**src/rtl/fft_pkg.sv**
```systemverilog
// Shared definitions for the streaming FFT pipeline stages
// (input commutator, butterfly, twiddle ROM).
//   FFT_WIDTH  default component width of a complex sample
//   cplx_t     complex sample {re, im}, two's complement
//   phase_e    commutator block phase: first half buffered, second half paired
//   idx_width  $clog2 floored at 1, used for index and address widths
package fft_pkg;

  localparam int unsigned FFT_WIDTH = 16;

  typedef struct packed {
    logic signed [FFT_WIDTH-1:0] re;
    logic signed [FFT_WIDTH-1:0] im;
  } cplx_t;

  typedef enum logic {
    PH_FILL,
    PH_PAIR
  } phase_e;

  function automatic int unsigned idx_width(input int unsigned n);
    return (n > 1) ? $clog2(n) : 1;
  endfunction

endpackage

```
**src/rtl/bf_input_commutator_if.sv**
```systemverilog
// Sample-in / pair-out bus of the butterfly input commutator.
//   master : upstream producer (drives in_*, observes pair outputs)
//   slave  : the commutator itself
// Signals:
//   in_valid, in_sof, in_re, in_im      incoming sample and block start marker
//   out_valid, a_re, a_im, b_re, b_im   registered butterfly operand pair
//   tw_idx                              twiddle ROM address for the pair
//   sync_err                            one-cycle pulse on a mid-block in_sof
interface bf_input_commutator_if
  import fft_pkg::*;
#(
  parameter int unsigned WIDTH = 16,
  parameter int unsigned DEPTH = 8
);

  localparam int unsigned IDX_W = idx_width(DEPTH);

  logic             in_valid;
  logic             in_sof;
  logic [WIDTH-1:0] in_re;
  logic [WIDTH-1:0] in_im;
  logic             out_valid;
  logic [WIDTH-1:0] a_re;
  logic [WIDTH-1:0] a_im;
  logic [WIDTH-1:0] b_re;
  logic [WIDTH-1:0] b_im;
  logic [IDX_W-1:0] tw_idx;
  logic             sync_err;

  modport master (
    output in_valid, in_sof, in_re, in_im,
    input  out_valid, a_re, a_im, b_re, b_im, tw_idx, sync_err
  );

  modport slave (
    input  in_valid, in_sof, in_re, in_im,
    output out_valid, a_re, a_im, b_re, b_im, tw_idx, sync_err
  );

endinterface

```
**src/rtl/bf_input_commutator_buf.sv**
```systemverilog
// commutator_buf: DEPTH x 2*WIDTH sample store for the first half of a block.
// Single write port (clocked), single asynchronous read port.
//   clk    rising-edge clock
//   we     write enable
//   waddr  write address
//   wdata  {re, im} sample to store
//   raddr  read address
//   rdata  {re, im} stored sample at raddr (combinational)
// Contents are not reset.
module commutator_buf
  import fft_pkg::*;
#(
  parameter int unsigned WIDTH = 16,
  parameter int unsigned DEPTH = 8
) (
  input  logic                          clk,
  input  logic                          we,
  input  logic [idx_width(DEPTH)-1:0]   waddr,
  input  logic [2*WIDTH-1:0]            wdata,
  input  logic [idx_width(DEPTH)-1:0]   raddr,
  output logic [2*WIDTH-1:0]            rdata
);

  if (DEPTH == 1) begin : g_reg
    // A single entry needs no addressing.
    logic [2*WIDTH-1:0] q;
    logic               addr_unused;

    assign addr_unused = ^{waddr, raddr};

    always_ff @(posedge clk) begin
      if (we) q <= wdata;
    end

    assign rdata = q;
  end else begin : g_mem
    logic [2*WIDTH-1:0] mem [DEPTH];

    always_ff @(posedge clk) begin
      if (we) mem[waddr] <= wdata;
    end

    assign rdata = mem[raddr];
  end

endmodule

```
**src/rtl/bf_input_commutator.sv**
```systemverilog
// bf_input_commutator: feeds one radix-2 butterfly stage.
// Buffers samples 0..DEPTH-1 of each 2*DEPTH block, then pairs each
// second-half sample x[k+DEPTH] with its stored partner x[k] and emits
// {a=x[k], b=x[k+DEPTH], tw_idx=k} one clock after the second-half sample.
// No backpressure; in_valid gaps simply hold the sample index.
//   clk, rst  rising-edge clock, synchronous active-high reset
//   bus       bf_input_commutator_if.slave (samples in, pairs out, sync_err)
// Build option COMMUTATOR_SOF_CHECK_EN: a mid-block in_sof realigns the block
// to that sample (index 0) and pulses sync_err; when undefined in_sof is
// ignored and sync_err is tied 0.
module bf_input_commutator
  import fft_pkg::*;
#(
  parameter int unsigned WIDTH = 16,
  parameter int unsigned DEPTH = 8
) (
  input  logic                  clk,
  input  logic                  rst,
  bf_input_commutator_if.slave  bus
);

  localparam int unsigned IDX_W = idx_width(DEPTH);
  localparam int unsigned CNT_W = idx_width(2 * DEPTH);
  localparam logic [CNT_W-1:0] CNT_LAST = CNT_W'(2 * DEPTH - 1);
  localparam logic [CNT_W-1:0] CNT_HALF = CNT_W'(DEPTH);

  typedef struct packed {
    logic [WIDTH-1:0] re;
    logic [WIDTH-1:0] im;
  } sample_t;

  logic [CNT_W-1:0] cnt;
  logic [CNT_W-1:0] cnt_nxt;
  phase_e           phase;
  logic             resync;
  logic             buf_we;
  logic [IDX_W-1:0] wr_addr;
  logic [IDX_W-1:0] pair_k;
  sample_t          in_s;
  sample_t          rd_s;

  logic             out_valid_q;
  sample_t          a_q;
  sample_t          b_q;
  logic [IDX_W-1:0] tw_q;

  assign in_s = {bus.in_re, bus.in_im};

`ifdef COMMUTATOR_SOF_CHECK_EN
  logic sync_err_q;

  assign resync = bus.in_valid & bus.in_sof & (cnt != '0);

  always_ff @(posedge clk) begin
    if (rst) sync_err_q <= 1'b0;
    else     sync_err_q <= resync;
  end

  assign bus.sync_err = sync_err_q;
`else
  logic sof_unused;

  assign sof_unused   = bus.in_sof;
  assign resync       = 1'b0;
  assign bus.sync_err = 1'b0;
`endif

  // Sample index register.
  always_ff @(posedge clk) begin
    if (rst) cnt <= '0;
    else     cnt <= cnt_nxt;
  end

  // Next index: a realigning sample is index 0, so the following one is 1.
  always_comb begin
    cnt_nxt = cnt;
    if (bus.in_valid) begin
      if (resync)                cnt_nxt = CNT_W'(1);
      else if (cnt == CNT_LAST)  cnt_nxt = '0;
      else                       cnt_nxt = cnt + CNT_W'(1);
    end
  end

  // Phase decode and buffer control. Writes happen only in FILL and reads
  // only in PAIR, so the async read never needs a write bypass.
  always_comb begin
    phase   = (cnt >= CNT_HALF) ? PH_PAIR : PH_FILL;
    pair_k  = IDX_W'(cnt - CNT_HALF);
    wr_addr = resync ? '0 : IDX_W'(cnt);
    buf_we  = bus.in_valid & (resync | (phase == PH_FILL));
  end

  commutator_buf #(
    .WIDTH (WIDTH),
    .DEPTH (DEPTH)
  ) u_buf (
    .clk   (clk),
    .we    (buf_we),
    .waddr (wr_addr),
    .wdata (in_s),
    .raddr (pair_k),
    .rdata (rd_s)
  );

  // Pair output registers; data and index hold when no pair is formed.
  always_ff @(posedge clk) begin
    if (rst) begin
      out_valid_q <= 1'b0;
      a_q         <= '0;
      b_q         <= '0;
      tw_q        <= '0;
    end else begin
      out_valid_q <= 1'b0;
      if (bus.in_valid && !resync && (phase == PH_PAIR)) begin
        out_valid_q <= 1'b1;
        a_q         <= rd_s;
        b_q         <= in_s;
        tw_q        <= pair_k;
      end
    end
  end

  assign bus.out_valid = out_valid_q;
  assign bus.a_re      = a_q.re;
  assign bus.a_im      = a_q.im;
  assign bus.b_re      = b_q.re;
  assign bus.b_im      = b_q.im;
  assign bus.tw_idx    = tw_q;

endmodule
```
**src/flat_wrapper.sv**
```systemverilog
// flat-port wrapper written by rule: the top's interface ports become plain ports
module bf_input_commutator_flat import fft_pkg::*;
#(
  parameter int unsigned WIDTH = 16,
  parameter int unsigned DEPTH = 8
)
  (clk, rst, bus_in_valid, bus_in_sof, bus_in_re, bus_in_im, bus_out_valid, bus_a_re, bus_a_im, bus_b_re, bus_b_im, bus_tw_idx, bus_sync_err);
  bf_input_commutator_if #(.WIDTH(WIDTH), .DEPTH(DEPTH)) bus_i ();
  input  logic clk;
  input  logic rst;
  input wire logic [$bits(bus_i.in_valid)-1:0] bus_in_valid;
  input wire logic [$bits(bus_i.in_sof)-1:0] bus_in_sof;
  input wire logic [$bits(bus_i.in_re)-1:0] bus_in_re;
  input wire logic [$bits(bus_i.in_im)-1:0] bus_in_im;
  output wire logic [$bits(bus_i.out_valid)-1:0] bus_out_valid;
  output wire logic [$bits(bus_i.a_re)-1:0] bus_a_re;
  output wire logic [$bits(bus_i.a_im)-1:0] bus_a_im;
  output wire logic [$bits(bus_i.b_re)-1:0] bus_b_re;
  output wire logic [$bits(bus_i.b_im)-1:0] bus_b_im;
  output wire logic [$bits(bus_i.tw_idx)-1:0] bus_tw_idx;
  output wire logic [$bits(bus_i.sync_err)-1:0] bus_sync_err;
  assign bus_i.in_valid = bus_in_valid;
  assign bus_i.in_sof = bus_in_sof;
  assign bus_i.in_re = bus_in_re;
  assign bus_i.in_im = bus_in_im;
  assign bus_out_valid = bus_i.out_valid;
  assign bus_a_re = bus_i.a_re;
  assign bus_a_im = bus_i.a_im;
  assign bus_b_re = bus_i.b_re;
  assign bus_b_im = bus_i.b_im;
  assign bus_tw_idx = bus_i.tw_idx;
  assign bus_sync_err = bus_i.sync_err;
  bf_input_commutator #(.WIDTH(WIDTH), .DEPTH(DEPTH)) u_core (.clk(clk), .rst(rst), .bus(bus_i));
endmodule
```
**config.mk**
```make
export PLATFORM = sky130hd
export DESIGN_NAME = bf_input_commutator_flat
export DESIGN_NICKNAME = d
export VERILOG_FILES = /design/src/rtl/fft_pkg.sv /design/src/rtl/bf_input_commutator_if.sv /design/src/rtl/bf_input_commutator_buf.sv /design/src/rtl/bf_input_commutator.sv /design/src/flat_wrapper.sv
export SDC_FILE = /design/constraint.sdc
export NUM_CORES = 1
export LEC_CHECK = 0
export ABC_AREA = 0
export BUFFER_PORTS_ARGS = -buffer_cell sky130_fd_sc_hd__buf_2
export CORE_MARGIN = 4
export CORE_UTILIZATION = 57
export DETAILED_ROUTE_END_ITERATION = 10
export GPL_TIMING_DRIVEN = 0
export PLACE_DENSITY = 0.77
export SETUP_SLACK_MARGIN = 0.15
export SYNTH_ARGS = -nofsm -noshare
export SYNTH_HDL_FRONTEND = slang
export SYNTH_SLANG_ARGS = --single-unit
export TNS_END_PERCENT = 30
```
**constraint.sdc**
```tcl
create_clock -name clk -period 14.56 [get_ports clk]
set_clock_uncertainty 0.15 [all_clocks]
set_input_delay 1.456 -clock clk [delete_from_list [all_inputs] [get_ports clk]]
set_output_delay 1.456 -clock clk [all_outputs]
set_load 0.01 [all_outputs]
```
==> results of run 1 <==
-- power by group --
part           total [mW]  switching, mW  internal [mW]
sequential           1.03        0.00365           1.02
combinational       0.105         0.0610         0.0442
clock               0.894          0.346          0.548
-- worst max-delay path, delay by kind of cell --
family                 cells  cell delay (ps)
AND/OR/NAND/NOR            3             1090
buffers and inverters      3              580
-- area by class of cell --
| class | instances | area share |
|---|---|---|
| multi-input cells | 429 | 0.205 |
| flip-flops and latches | 328 | 0.614 |
| inverters | 3 | 0.000758 |
| repair buffers | 124 | 0.0512 |
| plain buffers | 58 | 0.0257 |
| clock buffers | 42 | 0.0656 |
| well taps | 275 | 0.0232 |
| clock inverters | 20 | 0.0140 |
-- synthesized netlist by cell type, drive strengths merged --
cell	instances	area, µm²
edfxtp	256	7690
nand2	107	402
dfxtp	72	1440
a21oi	70	350
mux2i	65	651
mux2	64	721
buf	43	322
a31oi	32	200
o21bai	32	240
o22a	32	280
clkbuf	15	60.1
nor2	5	18.8
inv	3	11.3
nor2b	3	18.8
nor3	3	15.0
and2	2	12.5
ha	2	25.0
nand2b	2	12.5
nand3	2	10.0
or2	2	12.5
conb	1	3.75
nor3b	1	7.51
nor4	1	6.26
nor4b	1	8.76
o21ai	1	5.00
xor2	1	8.76
-- through the flow --
| stage | worst slack [ps] | utilization |
|---|---|---|
| final | 11480 | 0.696 |
| after global routing | 11330 | 0.696 |
| after CTS | 11500 | 0.696 |
| after detailed placement | 10960 | 0.640 |
| after global placement | 5670 | 0.626 |
| after floorplan | 8670 | - |
-- layer usage --
| layer | GRT usage | vias to the layer above | part of all wire |
|---|---|---|---|
| li1 | - | 3398 | - |
| met1 | 0.311 | 3759 | 0.41 |
| met2 | 0.402 | 296 | 0.51 |
| met3 | 0.0409 | 41 | 0.067 |
| met4 | 0.0727 | 0 | 0.018 |
| met5 | 0 | - | 0 |
-- state kept, by name, indices dropped and copies added (netlist names) --
| signal | flops |
|---|---|
| u_core.bus.b_re | 16 |
| u_core.bus.out_valid | 1 |
| u_core.bus.tw_idx | 3 |
| u_core.bus.a_re | 16 |
| u_core.bus.a_im | 16 |
| u_core.bus.b_im | 16 |
| u_core.cnt | 4 |
| u_core.u_buf.g_mem.mem | 256 |
-- how the worst min path moves through the flow --
stage	start	endpoint	slack (ps)
after floorplan	u_core.bus.b_im[0]	u_core.bus.b_im[0]	330
after global placement	u_core.bus.b_im[12]	u_core.bus.b_im[12]	290
after detailed placement	u_core.bus.b_im[6]	u_core.bus.b_im[6]	290
after CTS	u_core.bus.b_im[6]	u_core.bus.b_im[6]	300
after global routing	u_core.bus.b_im[5]	u_core.bus.b_im[5]	320
final	u_core.bus.b_im[10]	u_core.bus.b_im[10]	300
-- kinds of logic after synthesis --
family / Yosys count / share of synthesized area
other: 1 / 0.000299
buffers and inverters: 61 / 0.0314
xor gates and xnor gates: 1 / 0.000699
and+or+nand+nor: 129 / 0.0418
AOI/OAI and AO/OA: 167 / 0.0859
muxes: 129 / 0.109
adders and majority gates: 2 / 0.00200
DFF: 328 / 0.729
==> results.toml, run 1 <==
[power]
cellPowerDensity_mw_per_mm2 = 136
power_leakage_nw = 5.44
vdd_drop_max_mv = 0.112
power_mw = 2.03

[route]
vias = 7494
wl_per_cell_um = 22.2
ant_nets = 0
wirelength_mm = 28.3
remaining_drc_errors = 0
dr.pass1.iters = 5
viasPerCell = 5.86
drt_iter0_drc = 645

[timing]
hold_ws_ps = 300
period_share = 0.211
max_freq_ghz = 0.325
finalSetupViolations = 0
slew_violations = 0
period_needed_ps = 3080
tns_ps = 0
hold_violations = 0
worst_pin_slew_ps = 957
rsz0062_at_grt = "no"
maxSlewHeadroom = 0.361

[run_status]
outcome = "complete, no violations"

[place]
dpl_cell_area_mm2 = 0.0137
io_buffers = 100
globalplace.congestion = 0.777
hpwl_mm = 18.3
dp.cells = 1217

[cts]
cts_root_buf = "clkbuf_16"
cts_buffers = 34
cts_tree = "done"
hold_buffers = 0
post-cts-setup-buffers = 0
clock_latency_ps = 500
clockBufferDepth = 3
htree_levels = 2
cts.sinks = 328
cts.clk_slew.worst_paths_ps = 60
cts_resized = 0

[final_layout]
final_net_count = 1016
layout_commonest_cell = "edfxtp_1"
area_growth_syn_to_layout_pct = 18.6
multi_input_area_mm2 = 0.00305
fin_cells = 1279
fillers = 1409
antenna_cells = 0
register_area_mm2 = 0.00913
final_cell_mix = "edfxtp_1, buf_2, nand2_1"
drive_gt1_frac = 0.294
final_cell_area_mm2 = 0.0149

[global_routing]
grt_first_pass_wirelength_mm = 43.8
grt_max_degree = 33
grt_antenna_before_repair = 0
grt.overflow.total = 0
first_global_vias = 7730
track_usage = 0.235

[synth]
syn_avg_cell_area_um2 = 15.3
ys_ff_latch = 328
ys_seq_area_frac = 0.729
syn_inst = 818
netlist-cell-type-count = 32
syn_nets = 856
ys_warn_count = 0
netlist_area_mm2 = 0.0125

[worst_setup_path]
critPathSlowestCell = "nor3_2"
cp-startpoint = "bus_in_valid"
r2r-end = "u_core.u_buf.g_mem.mem[2][12]"
crit_path_max_fanout = 9
r2r_slack_ps = 11890
crit_required_ps = 14620
end_kind = "flip-flop"
worstRegToRegCells = 7
startpoint_type = "primary input"
crit_top_cell = "buf_6"
cpPeakStageDelay_ps = 690
r2r_start = "u_core.cnt[0]"
crit_chain = "buf_2 > nor2b_1 > nand2_1 > nor3_2 > buf_6 > buf_6"
arrival_ps = 3140
setup.worst_path.end = "u_core.u_buf.g_mem.mem[2][12]"
crit_type = "primary input to flip-flop"

[die]
row_count = 53
start_util = 0.587
die_h_um = 156
core_mm2 = 0.0214
die_w_um = 156
top_level_ports = 105
die-area_mm2 = 0.0244

[min_path]
hold_path_depth = 2
min_path_type = "flip-flop to flip-flop"

[run]
max_cap_viol_count = 0
Note: power is estimated with default switching activity, not from simulation.
==> run 2: changes to the inputs <==
- CORE_UTILIZATION: 57 -> 53
- PLACE_DENSITY: 0.77 -> 0.75
- clock period: 14.56 -> 2.6 ns (I/O delays scaled with it)
==> results.toml, run 2 (synthesis gave the netlist of run 1 again) <==
[final_layout]
final_cell_area_mm2 = 0.0152
area_growth_syn_to_layout_pct = 21.4
antenna_cells = 0
largest_reg_flops = 256
final_cell_mix = "edfxtp_1, buf_2, nand2_1"
fillers = 1646
layout_commonest_cell = "edfxtp_1"
final_net_count = 1041
regMostFlops = "u_core.u_buf.g_mem.mem"
drive_gt1_frac = 0.276

[power]
power.internal_mw = 8.76
seq_power_share = 0.524
vdd_drop_max_mv = 0.570
pwr-share-clk = 0.418
cellPowerDensity_mw_per_mm2 = 722
combPwrFrac = 0.058
swShare = 0.203
p_switching_mw = 2.23
power_leakage_nw = 5.51

[worst_setup_path]
crit_type = "flip-flop to flip-flop"
crit_required_ps = 2700
r2r_slack_ps = 240
end_kind = "flip-flop"
startpoint_type = "flip-flop"
crit_path_max_fanout = 20
worstRegToRegCells = 6
arrival_ps = 2460
r2r_start = "u_core.cnt[0]"
cp-startpoint = "u_core.cnt[0]"
r2r-end = "u_core.u_buf.g_mem.mem[6][9]"

[die]
start_util = 0.537
die-area_mm2 = 0.0262
row_count = 56
top_level_ports = 105
die_w_um = 162
core_mm2 = 0.0233
die_h_um = 162

[place]
globalplace.congestion = 0.775
dpl_cell_area_mm2 = 0.0138
place_ws_ps = 43.8
io_buffers = 100
hpwl_mm = 18.2

[min_path]
min_path_type = "flip-flop to flip-flop"
hold_end = "u_core.bus.b_im[10]"
min_from = "u_core.bus.b_im[10]"
hold_path_depth = 2

[global_routing]
grt_first_pass_wirelength_mm = 44.1
track_usage = 0.219
grt_max_degree = 33
grt_antenna_before_repair = 0
grt.overflow.total = 0
first_global_vias = 7682

[timing]
hold_ws_ps = 302
worst_pin_slew_ps = 690
slew_violations = 0
period_share = 0.907
setup_ws_ps = 243
maxSlewHeadroom = 0.537
finalSetupViolations = 0
hold_violations = 0
rsz0062_at_grt = "yes"
period_needed_ps = 2360
max_freq_ghz = 0.424

[cts]
htree_levels = 1
cts_root_buf = "clkbuf_16"
clock_latency_ps = 550
clockBufferDepth = 3
cts_buffers = 31
cts_tree = "done"
cts.sinks = 328
cts.clk_slew.worst_paths_ps = 70

[route]
ant_nets = 0
vias = 7505
wl_per_cell_um = 21.2
dr.pass1.iters = 4
wirelength_mm = 28.5
viasPerCell = 5.58
remaining_drc_errors = 0
drt_iter0_drc = 601

[run_status]
outcome = "complete, no violations"

[run]
max_cap_viol_count = 0
-- run 2: cell count changes in the layout (fill, tap and decap cells not counted), sizes merged --
cell,previous run,this run
buf,167,162
dlygate4sd3,0,33
clkinvlp,4,2
clkbuf,57,60
clkinv,12,6
-- run 2: final cells by class --
class / instances / area (µm²) / share of cell area
clock inverter: 12 / 171 / 0.0113
timing repair buffer: 152 / 1140 / 0.0751
inverter: 3 / 13.8 / 0.000905
buffer: 58 / 384 / 0.0253
tap: 319 / 399 / 0.0262
multi-input combinational: 429 / 3090 / 0.203
sequential: 328 / 9130 / 0.600
clock buffer: 45 / 878 / 0.0577
-- run 2: stage by stage --
stage	power [mW]	setup TNS, ps	utilization	std cells
4_1_cts	11.0	0	0.651	1343
3_3_place_gp	6.42	-267470	0.578	1237
5_1_grt	11.3	0	0.652	1346
2_1_floorplan	6.23	-12120	-	818
3_5_place_dp	6.46	0	0.591	1252
6_report	11.0	0	0.652	1346
-- run 2: layer usage --
layer  share of wire  up-vias  track usage
met5               0        -            0
li1                -     3449            -
met3           0.067       49       0.0383
met2            0.49      269        0.376
met4           0.021        0       0.0615
met1            0.42     3738        0.291
-- run 2: worst max path at each step --
stage	endpoint	slack (ps)	depth (start not counted)
4_1_cts	u_core.u_buf.g_mem.mem[3][18]	90	5
6_report	u_core.u_buf.g_mem.mem[6][9]	240	6
5_1_grt	u_core.u_buf.g_mem.mem[6][9]	130	6
3_5_place_dp	u_core.u_buf.g_mem.mem[2][3]	40	7
2_1_floorplan	u_core.u_buf.g_mem.mem[6][0]	-210	5
3_3_place_gp	u_core.u_buf.g_mem.mem[6][26]	-1590	5
-- run 2: power groups by stage --
stage	Combinational, mW	Clock (mW)	Sequential [mW]
floorplan	0.361	0	5.86
global placement	0.553	0	5.87
detailed placement	0.595	0	5.86
CTS	0.639	4.65	5.75
global route	0.687	4.90	5.75
finish	0.642	4.59	5.75
-- run 2: worst max-delay path, cell delays in order, from the launching register on --
cell and delay, ps:
dfxtp_1 310, buf_4 170, buf_4 200, nor2b_2 220
nand2_1 200, nor2_4 530, buf_12 270
-- run 2: what timing repair did --
action / in CTS / in global routing
pin swaps: 1 / 1
gates resized for setup: 1 / 0
hold buffers: 33 / 0
gates cloned: 0 / 0
setup endpoints to repair: 53 / 44
hold endpoints to repair: 291 / 0
buffers inserted: 1 / 3
==> run 3: changes to the inputs <==
- CORE_UTILIZATION: 53 -> 35
- CTS_CLUSTER_DIAMETER: default -> 40
- PLACE_DENSITY: 0.75 -> default
- SKIP_CTS_REPAIR_TIMING: default -> 1
==> results.toml, run 3 (synthesis gave the netlist of run 1 again) <==
[die]
die_w_um = 197
die_h_um = 197
top_level_ports = 105
row_count = 69
start_util = 0.353
die-area_mm2 = 0.0389
core_mm2 = 0.0355

[final_layout]
area_growth_syn_to_layout_pct = 26.9
final_core_util = 0.448
fin_cells = 1508
fillers = 3142
drive_gt1_frac = 0.292
largest_reg_flops = 256
regMostFlops = "u_core.u_buf.g_mem.mem"
final_cell_mix = "edfxtp_1, buf_2, nand2_1"
final_net_count = 1052
layout_commonest_cell = "edfxtp_1"
antenna_cells = 0

[timing]
max_freq_ghz = 0.409
worst_pin_slew_ps = 840
tns_ps = 0
rsz0062_at_grt = "yes"
period_share = 0.941
slew_violations = 0
hold_ws_ps = -31.0
period_needed_ps = 2450
finalSetupViolations = 0
maxSlewHeadroom = 0.438
setup_ws_ps = 155
hold_violations = 2

[route]
viasPerCell = 4.93
remaining_drc_errors = 0
vias = 7428
ant_nets = 0
wirelength_mm = 30.8
drt_iter0_drc = 461
wl_per_cell_um = 20.4
dr.pass1.iters = 5

[min_path]
hold_path_depth = 3
min_path_type = "primary input to flip-flop"

[global_routing]
grt.overflow.total = 0
grt_first_pass_wirelength_mm = 45.9
grt_antenna_before_repair = 1
grt_max_degree = 20
track_usage = 0.157
first_global_vias = 7334

[power]
power_leakage_nw = 5.76
vdd_drop_max_mv = 0.642
power_mw = 12.8
cellPowerDensity_mw_per_mm2 = 804

[worst_setup_path]
startpoint_type = "flip-flop"
crit_chain = "buf_4 > buf_4 > nor2b_2 > nand2_1 > nor2_4 > buf_16"
arrival_ps = 2520
cpPeakStageDelay_ps = 710
crit_path_max_fanout = 19
critPathSlowestCell = "nor2_4"
crit_top_cell = "buf_4"
crit_required_ps = 2670
crit_type = "flip-flop to flip-flop"
end_kind = "flip-flop"
worstRegToRegCells = 6

[place]
dp.cells = 1395
io_buffers = 100
globalplace.congestion = 0.727
hpwl_mm = 19.8
place_ws_ps = -3.01

[cts]
cts.clk_slew.worst_paths_ps = 60
cts.sinks = 328
cts_tree = "done"
clockBufferDepth = 3
htree_levels = 2
cts_root_buf = "clkbuf_16"
cts_buffers = 44
clock_latency_ps = 530

[run_status]
violations = "negative hold slack"
outcome = "finished, violations left"

[run]
max_cap_viol_count = 0
-- run 3: changes by cell type in the layout (fill, tap and decap cells not counted), sizes merged --
cell	delta
buf	-1
bufinv	+5
clkbuf	+8
clkinv	+2
clkinvlp	+1
dlygate4sd3	-1
inv	+6
-- run 3: stage by stage --
stage | hold WS [ps] | area (µm²)
floorplan | 209 | 12600
detailed placement | 293 | 14000
global placement | 290 | 13700
finish | -31.0 | 15900
CTS | -159 | 15600
global route | 9.18 | 15900
-- run 3: layer usage --
| metal | up-vias | GRT usage | part of all wire |
|---|---|---|---|
| li1 | 3491 | - | - |
| met1 | 3694 | 0.215 | 0.45 |
| met2 | 188 | 0.252 | 0.47 |
| met3 | 53 | 0.0321 | 0.048 |
| met4 | 2 | 0.0488 | 0.026 |
| met5 | - | 0 | 0.00042 |
-- run 3: cell type report --
class                           count  area, µm²  share of cell area
Clock buffer                       53       1180              0.0739
Clock inverter                     26        395              0.0249
Multi-Input combinational cell    429       3090               0.195
Timing Repair Buffer              150       1140              0.0717
Tap cell                          461        577              0.0363
Sequential cell                   328       9130               0.574
Buffer                             58        384              0.0241
Inverter                            3       11.3            0.000708
-- run 3: final timing paths --
| path | endpoint | slack [ps] | startpoint |
|---|---|---|---|
| max | u_core.u_buf.g_mem.mem[6][21] | 150 | u_core.cnt[0] |
| min | u_core.cnt[1] | -30 | bus_in_valid |
| max reg2reg | u_core.u_buf.g_mem.mem[6][21] | 150 | u_core.cnt[0] |
| min reg2reg | u_core.bus.b_re[0] | 300 | u_core.bus.b_re[0] |
-- run 3: where the power goes --
group | switching (mW) | leakage (nW) | internal [mW]
registers | 0.0180 | 2.91 | 5.74
clock network | 2.25 | 0.761 | 4.15
logic | 0.359 | 2.10 | 0.279
-- run 3: critical path: cells and delay by family (launching register included) --
kind          cells  cell delay (ps)
flops             1              310
simple gates      3             1090
buf+inv           3              600
